--- config.mk ---
export PLATFORM = sky130hd
export DESIGN_NAME = traceback_controller
export DESIGN_NICKNAME = d
export VERILOG_FILES = /design/src/rtl/traceback_controller.sv
export SDC_FILE = /design/constraint.sdc
export NUM_CORES = 1
export LEC_CHECK = 0
export ABC_AREA = 0
export ABC_CLOCK_PERIOD_IN_PS = 5000
export CAP_MARGIN = 20
export CORE_UTILIZATION = 30
export CTS_CLUSTER_DIAMETER = 40
export CTS_CLUSTER_SIZE = 28
export DETAILED_ROUTE_END_ITERATION = 16
export GPL_TIMING_DRIVEN = 0
export PLACE_DENSITY = 0.49
export SLEW_MARGIN = 40
export SYNTH_ARGS = -nofsm -noshare
export SYNTH_HDL_FRONTEND = slang
export SYNTH_SLANG_ARGS = --single-unit
--- constraint.sdc ---
create_clock -name clk -period 5 [get_ports clk]
set_input_delay 1 -clock clk [delete_from_list [all_inputs] [get_ports clk]]
set_output_delay 1 -clock clk [all_outputs]
set_load 0.01 [all_outputs]
--- src/rtl/traceback_controller.sv ---
// ---------------------------------------------------------------------------
// traceback_controller: runs one traceback pass, reverses the pairs in a LIFO and streams them out.
// Revision: 1.0
// ---------------------------------------------------------------------------
`default_nettype none

module traceback_controller #(
    parameter int B     = 4,
    parameter int L     = 8,
    parameter int DEPTH = 16
) (
    input  logic       clk,
    input  logic       rst_n,
    input  logic       align_done,
    input  logic       abort,
    output logic       tb_start,
    input  logic [2:0] tb_out_r,
    input  logic [2:0] tb_out_q,
    input  logic       tb_finish,
    output logic       aln_valid,
    input  logic       aln_ready,
    output logic [2:0] aln_r,
    output logic [2:0] aln_q,
    output logic       aln_last,
    output logic [$clog2(DEPTH):0] aln_len,
    output logic       busy,
    output logic       err_overflow
);

    localparam int         SP_W  = $clog2(DEPTH) + 1;
    localparam int         IDX_W = $clog2(DEPTH);
    localparam logic [2:0] SENT  = 3'b111;

    if (B < 1 || DEPTH < 2 * L) begin : g_param_check
        $error("traceback_controller: DEPTH cannot hold a full 2*L alignment");
    end

    typedef enum logic [1:0] {
        ST_IDLE  = 2'd0,
        ST_ARM   = 2'd1,
        ST_RUN   = 2'd2,
        ST_DRAIN = 2'd3
    } state_t;

    state_t            state_q, state_d;
    logic [SP_W-1:0]   sp_q, sp_d;
    logic              tb_start_q, tb_start_d;
    logic              aln_valid_q, aln_valid_d;
    logic [2:0]        aln_r_q, aln_r_d;
    logic [2:0]        aln_q_q, aln_q_d;
    logic              aln_last_q, aln_last_d;
    logic [SP_W-1:0]   aln_len_q, aln_len_d;
    logic              busy_q, busy_d;
    logic              err_overflow_q, err_overflow_d;

    logic [5:0]        lifo_mem [DEPTH];
    logic              push_en;
    logic [IDX_W-1:0]  push_idx;
    logic [5:0]        push_data;
    logic [IDX_W-1:0]  top_idx;
    logic [IDX_W-1:0]  next_idx;
    logic [5:0]        rd_top;
    logic [5:0]        rd_next;
    logic              pair_valid;

    assign pair_valid = !(tb_out_r == SENT && tb_out_q == SENT);
    assign top_idx    = sp_q[IDX_W-1:0] - IDX_W'(1);
    assign next_idx   = sp_q[IDX_W-1:0] - IDX_W'(2);
    assign rd_top     = lifo_mem[top_idx];
    assign rd_next    = lifo_mem[next_idx];

    always_comb begin
        state_d        = state_q;
        sp_d           = sp_q;
        tb_start_d     = tb_start_q;
        aln_valid_d    = aln_valid_q;
        aln_r_d        = aln_r_q;
        aln_q_d        = aln_q_q;
        aln_last_d     = aln_last_q;
        aln_len_d      = aln_len_q;
        err_overflow_d = err_overflow_q;
        push_en        = 1'b0;
        push_idx       = sp_q[IDX_W-1:0];
        push_data      = {tb_out_r, tb_out_q};

        case (state_q)
            ST_IDLE: begin
                if (align_done) begin
                    state_d        = ST_ARM;
                    tb_start_d     = 1'b1;
                    err_overflow_d = 1'b0;
                    sp_d           = '0;
                    aln_len_d      = '0;
                end
            end

            // The unit answers the first start cycle with a sentinel; nothing to sample yet.
            ST_ARM: begin
                state_d = ST_RUN;
            end

            ST_RUN: begin
                if (pair_valid && sp_q == SP_W'(DEPTH)) begin
                    err_overflow_d = 1'b1;
                    tb_start_d     = 1'b0;
                    state_d        = ST_DRAIN;
                    aln_len_d      = SP_W'(DEPTH);
                    aln_valid_d    = 1'b1;
                    {aln_r_d, aln_q_d} = rd_top;
                    aln_last_d     = (sp_q == SP_W'(1));
                end else begin
                    if (pair_valid) begin
                        push_en = 1'b1;
                        sp_d    = sp_q + SP_W'(1);
                    end
                    if (tb_finish) begin
                        tb_start_d  = 1'b0;
                        state_d     = ST_DRAIN;
                        aln_len_d   = sp_d;
                        aln_valid_d = 1'b1;
                        // The first beat is the pair being pushed right now, if any.
                        if (pair_valid) begin
                            {aln_r_d, aln_q_d} = push_data;
                            aln_last_d         = (sp_d == SP_W'(1));
                        end else if (sp_q != '0) begin
                            {aln_r_d, aln_q_d} = rd_top;
                            aln_last_d         = (sp_q == SP_W'(1));
                        end else begin
                            aln_r_d    = SENT;
                            aln_q_d    = SENT;
                            aln_last_d = 1'b1;
                        end
                    end
                end
            end

            ST_DRAIN: begin
                if (aln_valid_q && aln_ready) begin
                    if (sp_q <= SP_W'(1)) begin
                        state_d     = ST_IDLE;
                        sp_d        = '0;
                        aln_valid_d = 1'b0;
                        aln_last_d  = 1'b0;
                        aln_r_d     = 3'b000;
                        aln_q_d     = 3'b000;
                    end else begin
                        sp_d               = sp_q - SP_W'(1);
                        {aln_r_d, aln_q_d} = rd_next;
                        aln_last_d         = (sp_q == SP_W'(2));
                    end
                end
            end

            default: begin
                state_d = ST_IDLE;
            end
        endcase

        if (abort && state_q != ST_IDLE) begin
            state_d     = ST_IDLE;
            tb_start_d  = 1'b0;
            aln_valid_d = 1'b0;
            aln_last_d  = 1'b0;
            aln_r_d     = 3'b000;
            aln_q_d     = 3'b000;
            sp_d        = '0;
            push_en     = 1'b0;
        end

        busy_d = (state_d != ST_IDLE);
    end

    always_ff @(posedge clk or negedge rst_n) begin
        if (!rst_n) begin
            state_q        <= ST_IDLE;
            sp_q           <= '0;
            tb_start_q     <= 1'b0;
            aln_valid_q    <= 1'b0;
            aln_r_q        <= 3'b000;
            aln_q_q        <= 3'b000;
            aln_last_q     <= 1'b0;
            aln_len_q      <= '0;
            busy_q         <= 1'b0;
            err_overflow_q <= 1'b0;
        end else begin
            state_q        <= state_d;
            sp_q           <= sp_d;
            tb_start_q     <= tb_start_d;
            aln_valid_q    <= aln_valid_d;
            aln_r_q        <= aln_r_d;
            aln_q_q        <= aln_q_d;
            aln_last_q     <= aln_last_d;
            aln_len_q      <= aln_len_d;
            busy_q         <= busy_d;
            err_overflow_q <= err_overflow_d;
        end
    end

    always_ff @(posedge clk) begin
        if (push_en) begin
            lifo_mem[push_idx] <= push_data;
        end
    end

    assign tb_start     = tb_start_q;
    assign aln_valid    = aln_valid_q;
    assign aln_r        = aln_r_q;
    assign aln_q        = aln_q_q;
    assign aln_last     = aln_last_q;
    assign aln_len      = aln_len_q;
    assign busy         = busy_q;
    assign err_overflow = err_overflow_q;

endmodule

`default_nettype wire

Word-level counts from Yosys, hierarchy flattened
Memories as Yosys holds them, arrays and structs flattened.
Index checks and enable logic that the tools add are counted.
Operators by class
  $mul: 0
  mux-type cells: 63
  divide/modulo/power cells: 0
  add/sub/neg operators: 4
  $lt $le $gt $ge: 1
  equal/unequal tests: 17
  bitwise gates (word level): 0
  shifts and indexed selects: 0
  reductions and logical operators: 19
Operator list (count)
  $mux 5: 10
  $mux 3: 14
  $mux 1: 24
  $ne 3x3->1 const B: 5
  $pmux 5 s3: 1
  $mux 2: 6
  $pmux 3 s2: 2
  $reduce_and 3->1: 4
  $eq 5x1->1 const B: 2
  $pmux 5 s2: 1
  $pmux 1 s2: 4
  $pmux 2 s4: 1
  $reduce_and 4->1: 2
  $eq 3x3->1 const B: 2
  $reduce_bool 2->1: 3
  $reduce_bool 3->1: 2
  $add 5x1->5 const B: 1
  $eq 5x2->1 const B: 1
  $eq 5x5->1 const B: 1
  $le 5x1->1 const B: 1
  $reduce_bool 5->1: 1
  $sub 5x1->5 const B: 1
  $eq 2x2->1 const B: 2
  $logic_and 1x1->1: 4
  8 further kinds: 9
Storage, ports and cells
  bits in latches: 0
  ROM bits: 0
  bits of input ports: 12
  RAM bits: 96
  logic and storage cells: 115
  memories: 1
  flip-flop bits (word level): 23
Memory list
  lifo_mem: words 16, bits a word 6, rd ports 2, clocked after memory_dff 0, wr ports 1, line 56  | logic [5:0] lifo_mem [DEPTH];

Depth between registers and ports, before layout
Gate-level depths: netlist of run 1.
  depth in word-level cells: 12
  mapped depth: 13

Worst setup path before layout of run 1
Ideal clock, no wire load.
  kind: register -> register
  start: register sp_q[1]
  end: register aln_q_q[1], in the netlist aln_q[1]
  arrival: 3.041 ns
  period minus slack after synthesis: 3.167 ns
  data required time: 4.874 ns
  buffers on the path: 5
  cell stages (with the launch flop): 13
  slack: 1.833 ns
  cells stage by stage: dfrtp_1 buf_2 buf_2 buf_4 inv_1 ha_1 buf_2 buf_2 mux4_2 mux2_2 nand2_1 nand4_1 a221o_1
On the way
  longest elaborated chain between the ends: 8
Ends and longest elaborated chain
  start, declared: line 46  | logic [SP_W-1:0] sp_q, sp_d;
  start signal, assigned: line 187  | sp_q <= sp_d;
  $sub 4x1->4: line 67  | assign top_idx = sp_q[IDX_W-1:0] - IDX_W'(1);
  $mem_v2 16x6
  $mux 3: line 125  | end else if (sp_q != '0) begin
  $mux 3: line 122  | if (pair_valid) begin
  $mux 3: line 116  | if (tb_finish) begin
  $mux 3: line 103  | if (pair_valid && sp_q == SP_W'(DEPTH)) begin
  $pmux 3 s2: line 86  | case (state_q)
  $mux 3: line 159  | if (abort && state_q != ST_IDLE) begin
  end signal, assigned: line 191  | aln_q_q <= aln_q_d;
  end, declared: line 50  | logic [2:0] aln_q_q, aln_q_d;
Parallel ways exist; a longest one is shown, timed or not. The select of a mux whose other input is x is not followed.
A chain may end at the register's enable or synchronous reset.

Final worst setup path of run 1
  start: register sp_q[1]
  end: register aln_r_q[1], in the netlist aln_r[1]
On the way
  longest elaborated chain between the ends: 8
Ends and longest elaborated chain
  $sub 4x1->4: line 67
  $mem_v2 16x6
  $mux 3: line 125
  $mux 3: line 122
  $mux 3: line 116
  $mux 3: line 103
  $pmux 3 s2: line 86
  $mux 3: line 159
  end signal, assigned: line 190  | aln_r_q <= aln_r_d;
  end, declared: line 49  | logic [2:0] aln_r_q, aln_r_d;
Parallel ways exist; a longest one is shown, timed or not. The select of a mux whose other input is x is not followed.

==> results.cfg, run 1 <==
[critical_path]
end_kind = register
r2r-end = aln_r[1]$_DFFE_PN0P_
required_ps = 5290
rr_worst_depth = 12
crit_arrival_ps = 4400
r2r-start = sp_q[1]$_DFFE_PN0P_
slowest_stage = dfrtp_1
max_stage_delay_ps = 410
reg2reg_slack_ps = 890
path_class = register to register
cp_cell_sequence = buf_2 -> buf_2 -> buf_4 -> inv_1 -> ha_1 -> buf_2 -> buf_2 -> buf_2 -> mux4_2 -> nand3_1 -> nand4_1 -> a221o_1
cpMostUsedCell = buf_2
path_max_fanout = 10
startpoint_type = register

[yosys]
async_reset_ff_share_pct = 19.3
synth_cell_types = 56
synth_top_area_share_pct = 46.6
ys.flop_type = edfxtp_1
synth_edf_count = 96
synth-seq-cells = 119
synth_top_area_cell = edfxtp_1
syn-cell-area_mm2 = 0.00618
synthCells = 420
syn-num-nets = 440
syn_area_per_cell_um2 = 14.7
ys.warnings.count = 0
ys_seq_area_share_pct = 55.9
synth_area_leaders = edfxtp_1, mux4_2, dfrtp_1, mux2i_1, nor2_1

[route]
drtAntennaViolNets = 0
wl_met3_um = 1050
num_vias = 4011
first_iter_violations = 428
wirelength_um = 17100
wire_per_inst_um = 22.9
dr_wl_met2_um = 7910
via_per_inst = 5.36
first_pass_iters = 5
met1Wirelength_um = 7920
highest_layer = met4
drcViolationCount = 0

[grt]
grt_use_total_pct = 17.1
grt_first_pass_wirelength_um = 26100
antenna_found_initial = 0
grt_pass1_vias = 4165
grt-ovfl-total = 0
grt_max_degree = 24

[clock_network]
cts_hold_buf = 0
clkLatencyLatePin_ps = 420
post-cts-setup-buffer-count = 0
clkTransAtPathRegs_ps = 50
tritoncts = built
cts_sinks = 119
h-tree-depth = 4
cts-resized-gates = 0
clock_path_buffers = 2
cts_made_buffers = 17
cts-root-buf = clkbuf_16

[power]
ir_drop_mv = 0.186
leakagePower_nw = 2.52
p_per_area_mw_per_mm2 = 425

[sta]
fin_ws_ps = 892
slew_headroom_pct = 44.9
finalSetupViolations = 0
slew_violations = 0
final_hold_viol_count = 0
clock_skew_ps = 7.01
whs_ps = 483
clock.fmax_mhz = 243
worst_pin_slew_ps = 824
rsz0062_at_grt = no
min_period_ps = 4110
finalCritPeriodShare_pct = 82.2
finalSetupTns_ps = 0

[cells_and_area]
post_route_cells_drive_above_1_share_pct = 25.5
nets = 485
stdcell_area_mm2 = 0.00737
final_cells = 748
area_growth_pct = 19.2
diodes = 0

[flow_run]
drv_cap = 0

[worst_hold_path]
hold_depth = 2
min_delay_worst_endpoint = aln_len[1]$_DFFE_PN0P_
min-delay-start = aln_len[1]$_DFFE_PN0P_
hp-class = register to register

[place]
port_buffers = 26
pre_cts_slack_ps = 800
place_inst = 716
dpl-instance-area_mm2 = 0.00680
hpwl_um = 12200
finalWeightedCongestion = 0.868

[floorplanning]
die_y_um = 146
core_mm2 = 0.0202
ios = 28
rows = 52
die_x_um = 146
die_area_mm2 = 0.0212
start_util_pct = 30.6

[run_status]
status = finished clean
==> kinds of logic after synthesis <==
| family | after synthesis | share of synthesized area, % |
|---|---|---|
| adder cells (fa/ha/maj) | 8 | 1.62 |
| flip-flops | 119 | 55.9 |
| AO/OA/AOI/OAI | 72 | 8.58 |
| multiplexers | 68 | 20.8 |
| XOR/XNOR | 9 | 1.27 |
| AND/OR/NAND/NOR | 104 | 8.66 |
| buffers and inverters | 40 | 3.10 |
==> Yosys cell counts, drive strengths merged, types with 2 or more instances <==
cell	number
a21o	2
a21oi	13
a221o	6
a22o	2
and2	4
and3	2
buf	24
clkbuf	9
dfrtp	23
edfxtp	96
ha	8
inv	7
mux2	5
mux2i	15
mux4	48
nand2	26
nand2b	4
nand3	13
nand4	4
nor2	28
nor2b	2
nor3	8
nor4	3
nor4b	2
o2111ai	3
o211ai	4
o21a	4
o21ai	17
o22ai	8
o31ai	6
o32ai	2
or2	2
xnor2	5
xor2	4
==> through the flow <==
stage,util [%],power [mW]
4_1_cts,36.5,3.15
6_report,36.4,3.13
3_3_place_gp,33.5,1.92
5_1_grt,36.4,3.26
2_1_floorplan,-,1.66
3_5_place_dp,33.6,1.93
==> routing by layer <==
| metal | global-route usage (%) | vias to the layer above |
|---|---|---|
| met4 | 4.58 | 0 |
| met3 | 5.33 | 19 |
| li1 | - | 1775 |
| met1 | 23.2 | 2092 |
| met2 | 26.3 | 125 |
| met5 | 0 | - |
==> sequential cells by signal, indices dropped and copies added (netlist names) <==
signal and count:
lifo_mem 96, aln_len 5, sp_q 5, aln_q 3, aln_r 3, state_q 2
aln_last 1, aln_valid 1, busy 1, err_overflow 1, tb_start 1
==> area by class of cell <==
cell class / instances / area [um^2]
Multi-Input combinational cell: 261 / 2550
Fill cell: 1908 / 12900
Buffer: 33 / 165
Sequential cell: 119 / 3460
Clock inverter: 13 / 154
Inverter: 7 / 26.3
Timing Repair Buffer: 26 / 245
Tap cell: 270 / 338
Clock buffer: 19 / 433
==> cell usage in the layout, fill, tap and decap left out, types with 4 or more instances in the layout <==
cell | Yosys | layout
edfxtp_1 | 96 | 96
mux4_2 | 48 | 48
nor2_1 | 28 | 28
nand2_1 | 26 | 26
dfrtp_1 | 23 | 23
clkdlybuf4s50_1 | 0 | 23
buf_2 | 17 | 20
clkbuf_16 | 0 | 17
o21ai_0 | 15 | 15
mux2i_1 | 15 | 15
a21oi_1 | 13 | 13
nand3_1 | 13 | 13
clkbuf_1 | 8 | 10
o22ai_1 | 8 | 8
ha_1 | 8 | 8
inv_1 | 7 | 7
a221o_1 | 6 | 6
xnor2_1 | 5 | 5
mux2_2 | 5 | 5
o21a_1 | 4 | 4
nor3_1 | 8 | 4
nor3_2 | 0 | 4
xor2_1 | 4 | 4
o211ai_1 | 4 | 4
==> worst max path at each step <==
stage	cells past startpoint	start	end	slack (ps)
after global routing	12	sp_q[1]$_DFFE_PN0P_	aln_r[1]$_DFFE_PN0P_	580
final	12	sp_q[1]$_DFFE_PN0P_	aln_r[1]$_DFFE_PN0P_	890
after floorplan	12	sp_q[1]$_DFFE_PN0P_	aln_q[1]$_DFFE_PN0P_	1830
after detailed placement	6	tb_out_q[2]	lifo_mem[10][0]$_DFFE_PP_	800
after CTS	12	sp_q[1]$_DFFE_PN0P_	aln_r[1]$_DFFE_PN0P_	800
after global placement	6	tb_out_q[2]	lifo_mem[2][2]$_DFFE_PP_	720
==> critical path, delay by kind of cell (launching register included) <==
kind / cells / cell delay (ps)
adders and majority gates: 1 / 310
buffers and inverters: 7 / 2280
AOI/OAI and AO/OA: 1 / 350
and+or+nand+nor: 2 / 240
muxes: 1 / 400
DFF: 1 / 410
==> power breakdown <==
group          leakage (nW)  total, mW  switching [mW]  internal, mW
registers              1.17       1.14          0.0250          1.11
clock network         0.283       1.22           0.443         0.780
logic                  1.07      0.772           0.436         0.335
No activity file was read; power rests on OpenSTA's default activity.
==> run 2, diff against run 1 <==
--- a/config.mk
+++ b/config.mk
@@ -6,14 +6,14 @@
 export NUM_CORES = 1
 export LEC_CHECK = 0
 export ABC_AREA = 0
-export ABC_CLOCK_PERIOD_IN_PS = 5000
+export ABC_CLOCK_PERIOD_IN_PS = 3620
 export CAP_MARGIN = 20
 export CORE_UTILIZATION = 30
 export CTS_CLUSTER_DIAMETER = 40
 export CTS_CLUSTER_SIZE = 28
 export DETAILED_ROUTE_END_ITERATION = 16
 export GPL_TIMING_DRIVEN = 0
-export PLACE_DENSITY = 0.49
+export PLACE_DENSITY = 0.51
 export SLEW_MARGIN = 40
 export SYNTH_ARGS = -nofsm -noshare
 export SYNTH_HDL_FRONTEND = slang
==> constraint.sdc (replaced) <==
create_clock -name clk -period 3.62 [get_ports clk]
set_input_delay 0.724 -clock clk [delete_from_list [all_inputs] [get_ports clk]]
set_output_delay 0.724 -clock clk [all_outputs]
set_load 0.01 [all_outputs]
==> results.cfg, run 2 (same netlist as run 1, synthesis figures left out) <==
[run_status]
status = finished clean

[place]
place_inst = 716
port_buffers = 26
hpwl_um = 12100
finalWeightedCongestion = 0.988

[grt]
grt_pass1_vias = 4079
grt_first_pass_wirelength_um = 25900
grt-ovfl-total = 0
antenna_found_initial = 0
grt_use_total_pct = 16.9
grt_max_degree = 24

[route]
num_vias = 4055
first_pass_iters = 5
drcViolationCount = 0
first_iter_violations = 432
drtAntennaViolNets = 0
wirelength_um = 16800
wire_per_inst_um = 22.5
via_per_inst = 5.41

[cells_and_area]
final_cells = 750
top_register = lifo_mem
post_route_cells_drive_above_1_share_pct = 29.2
n_fill_cell = 1891
layout_common_cells = edfxtp_1, mux4_2, nand2_1
final_util_pct = 37.0
area_growth_pct = 21.1
largest_reg_flops = 96
nets = 487
layout_commonest_cell = edfxtp_1
diodes = 0

[critical_path]
path_max_fanout = 10
required_ps = 3920
startpoint_type = register
crit_arrival_ps = 3710
path_class = register to register
end_kind = register

[flow_run]
drv_cap = 0

[clock_network]
clkTransAtPathRegs_ps = 60
h-tree-depth = 4
clkLatencyLatePin_ps = 420
cts_made_buffers = 17
cts_sinks = 119
tritoncts = built
clock_path_buffers = 2
cts-root-buf = clkbuf_16

[power]
leakagePower_nw = 2.52
p_total_mw = 4.30
ir_drop_mv = 0.250
p_per_area_mw_per_mm2 = 574

[sta]
finalCritPeriodShare_pct = 94.3
slew_violations = 0
rsz0062_at_grt = no
min_period_ps = 3410
final_hold_viol_count = 0
whs_ps = 281
clock.fmax_mhz = 293
slew_headroom_pct = 47.7
finalSetupViolations = 0
worst_pin_slew_ps = 782
clock_skew_ps = 9.10

[floorplanning]
core_mm2 = 0.0202
ios = 28
rows = 52
start_util_pct = 30.6
die_x_um = 146
die_y_um = 146
die_area_mm2 = 0.0212

[worst_hold_path]
hp-class = primary input to asynchronous set/reset pin
-- run 2: cell types whose count changed in the layout (fill, tap and decap cells not counted), moves of 2 or more --
cell | before | now
buf_2 | 20 | 13
nor2_2 | 0 | 12
buf_12 | 0 | 2
clkinv_4 | 1 | 4
clkbuf_1 | 10 | 8
buf_6 | 1 | 4
nor3_4 | 0 | 3
nor2_1 | 28 | 16
nor3_2 | 4 | 2
buf_4 | 3 | 7
-- run 2: path summary, 6_finish.rpt --
kind	slack, ps	depth (start not counted)	from	to
setup / recovery	210	12	sp_q[0]$_DFFE_PN0P_	aln_r[1]$_DFFE_PN0P_
hold / removal	280	1	rst_n	aln_len[2]$_DFFE_PN0P_
setup reg to reg	210	12	sp_q[0]$_DFFE_PN0P_	aln_r[1]$_DFFE_PN0P_
hold reg to reg	490	2	aln_len[2]$_DFFE_PN0P_	aln_len[2]$_DFFE_PN0P_
max in group asynchronous	2950	1	rst_n	sp_q[1]$_DFFE_PN0P_
min in group clk	490	2	aln_len[2]$_DFFE_PN0P_	aln_len[2]$_DFFE_PN0P_
-- run 2: worst max-delay path: stages (launching register included) --
cell and delay, ps:
dfrtp_1 380, buf_4 250, buf_4 260, buf_4 250, inv_1 140, ha_1 300, buf_4 230, buf_6 220
buf_4 250, mux4_2 370, nand3_1 120, nand4_1 160, a221o_1 360
-- run 2: timing repair --
item / in CTS / in global routing
hold buffers: 0 / 0
setup endpoints to repair: 98 / 94
pin swaps: 0 / 1
gates resized for setup: 15 / 13
setup buffers: 0 / 2
-- run 2: power by group --
part | switching, mW | internal [mW]
combinational | 0.602 | 0.477
clock | 0.638 | 1.01
sequential | 0.0332 | 1.54
-- run 2: through the flow --
step	setup TNS, ps	setup slack (ps)	area (um^2)
floorplan	0	453	6180
global placement	-35370	-672	6780
detailed placement	-32440	-670	6790
CTS	-321	-28.4	7410
global route	0	40.0	7490
finish	0	208	7490
-- run 2: layout make-up --
cell class              count  area [um^2]  area share, %
clock buffers              17          425           5.68
plain buffers              33          194           2.59
flip-flops and latches    119         3460           46.2
inverters                   7         26.3          0.351
repair buffers             28          285           3.81
well taps                 270          338           4.51
clock inverters            15          153           2.04
multi-input cells         261         2610           34.8
-- run 2: layer usage --
layer / wire, um / track usage (%) / vias to the layer above
li1: - / - / 1778
met1: 7320 / 22.5 / 2092
met2: 8010 / 26.7 / 157
met3: 1180 / 4.55 / 28
met4: 325 / 5.58 / 0
met5: 0 / 0 / -
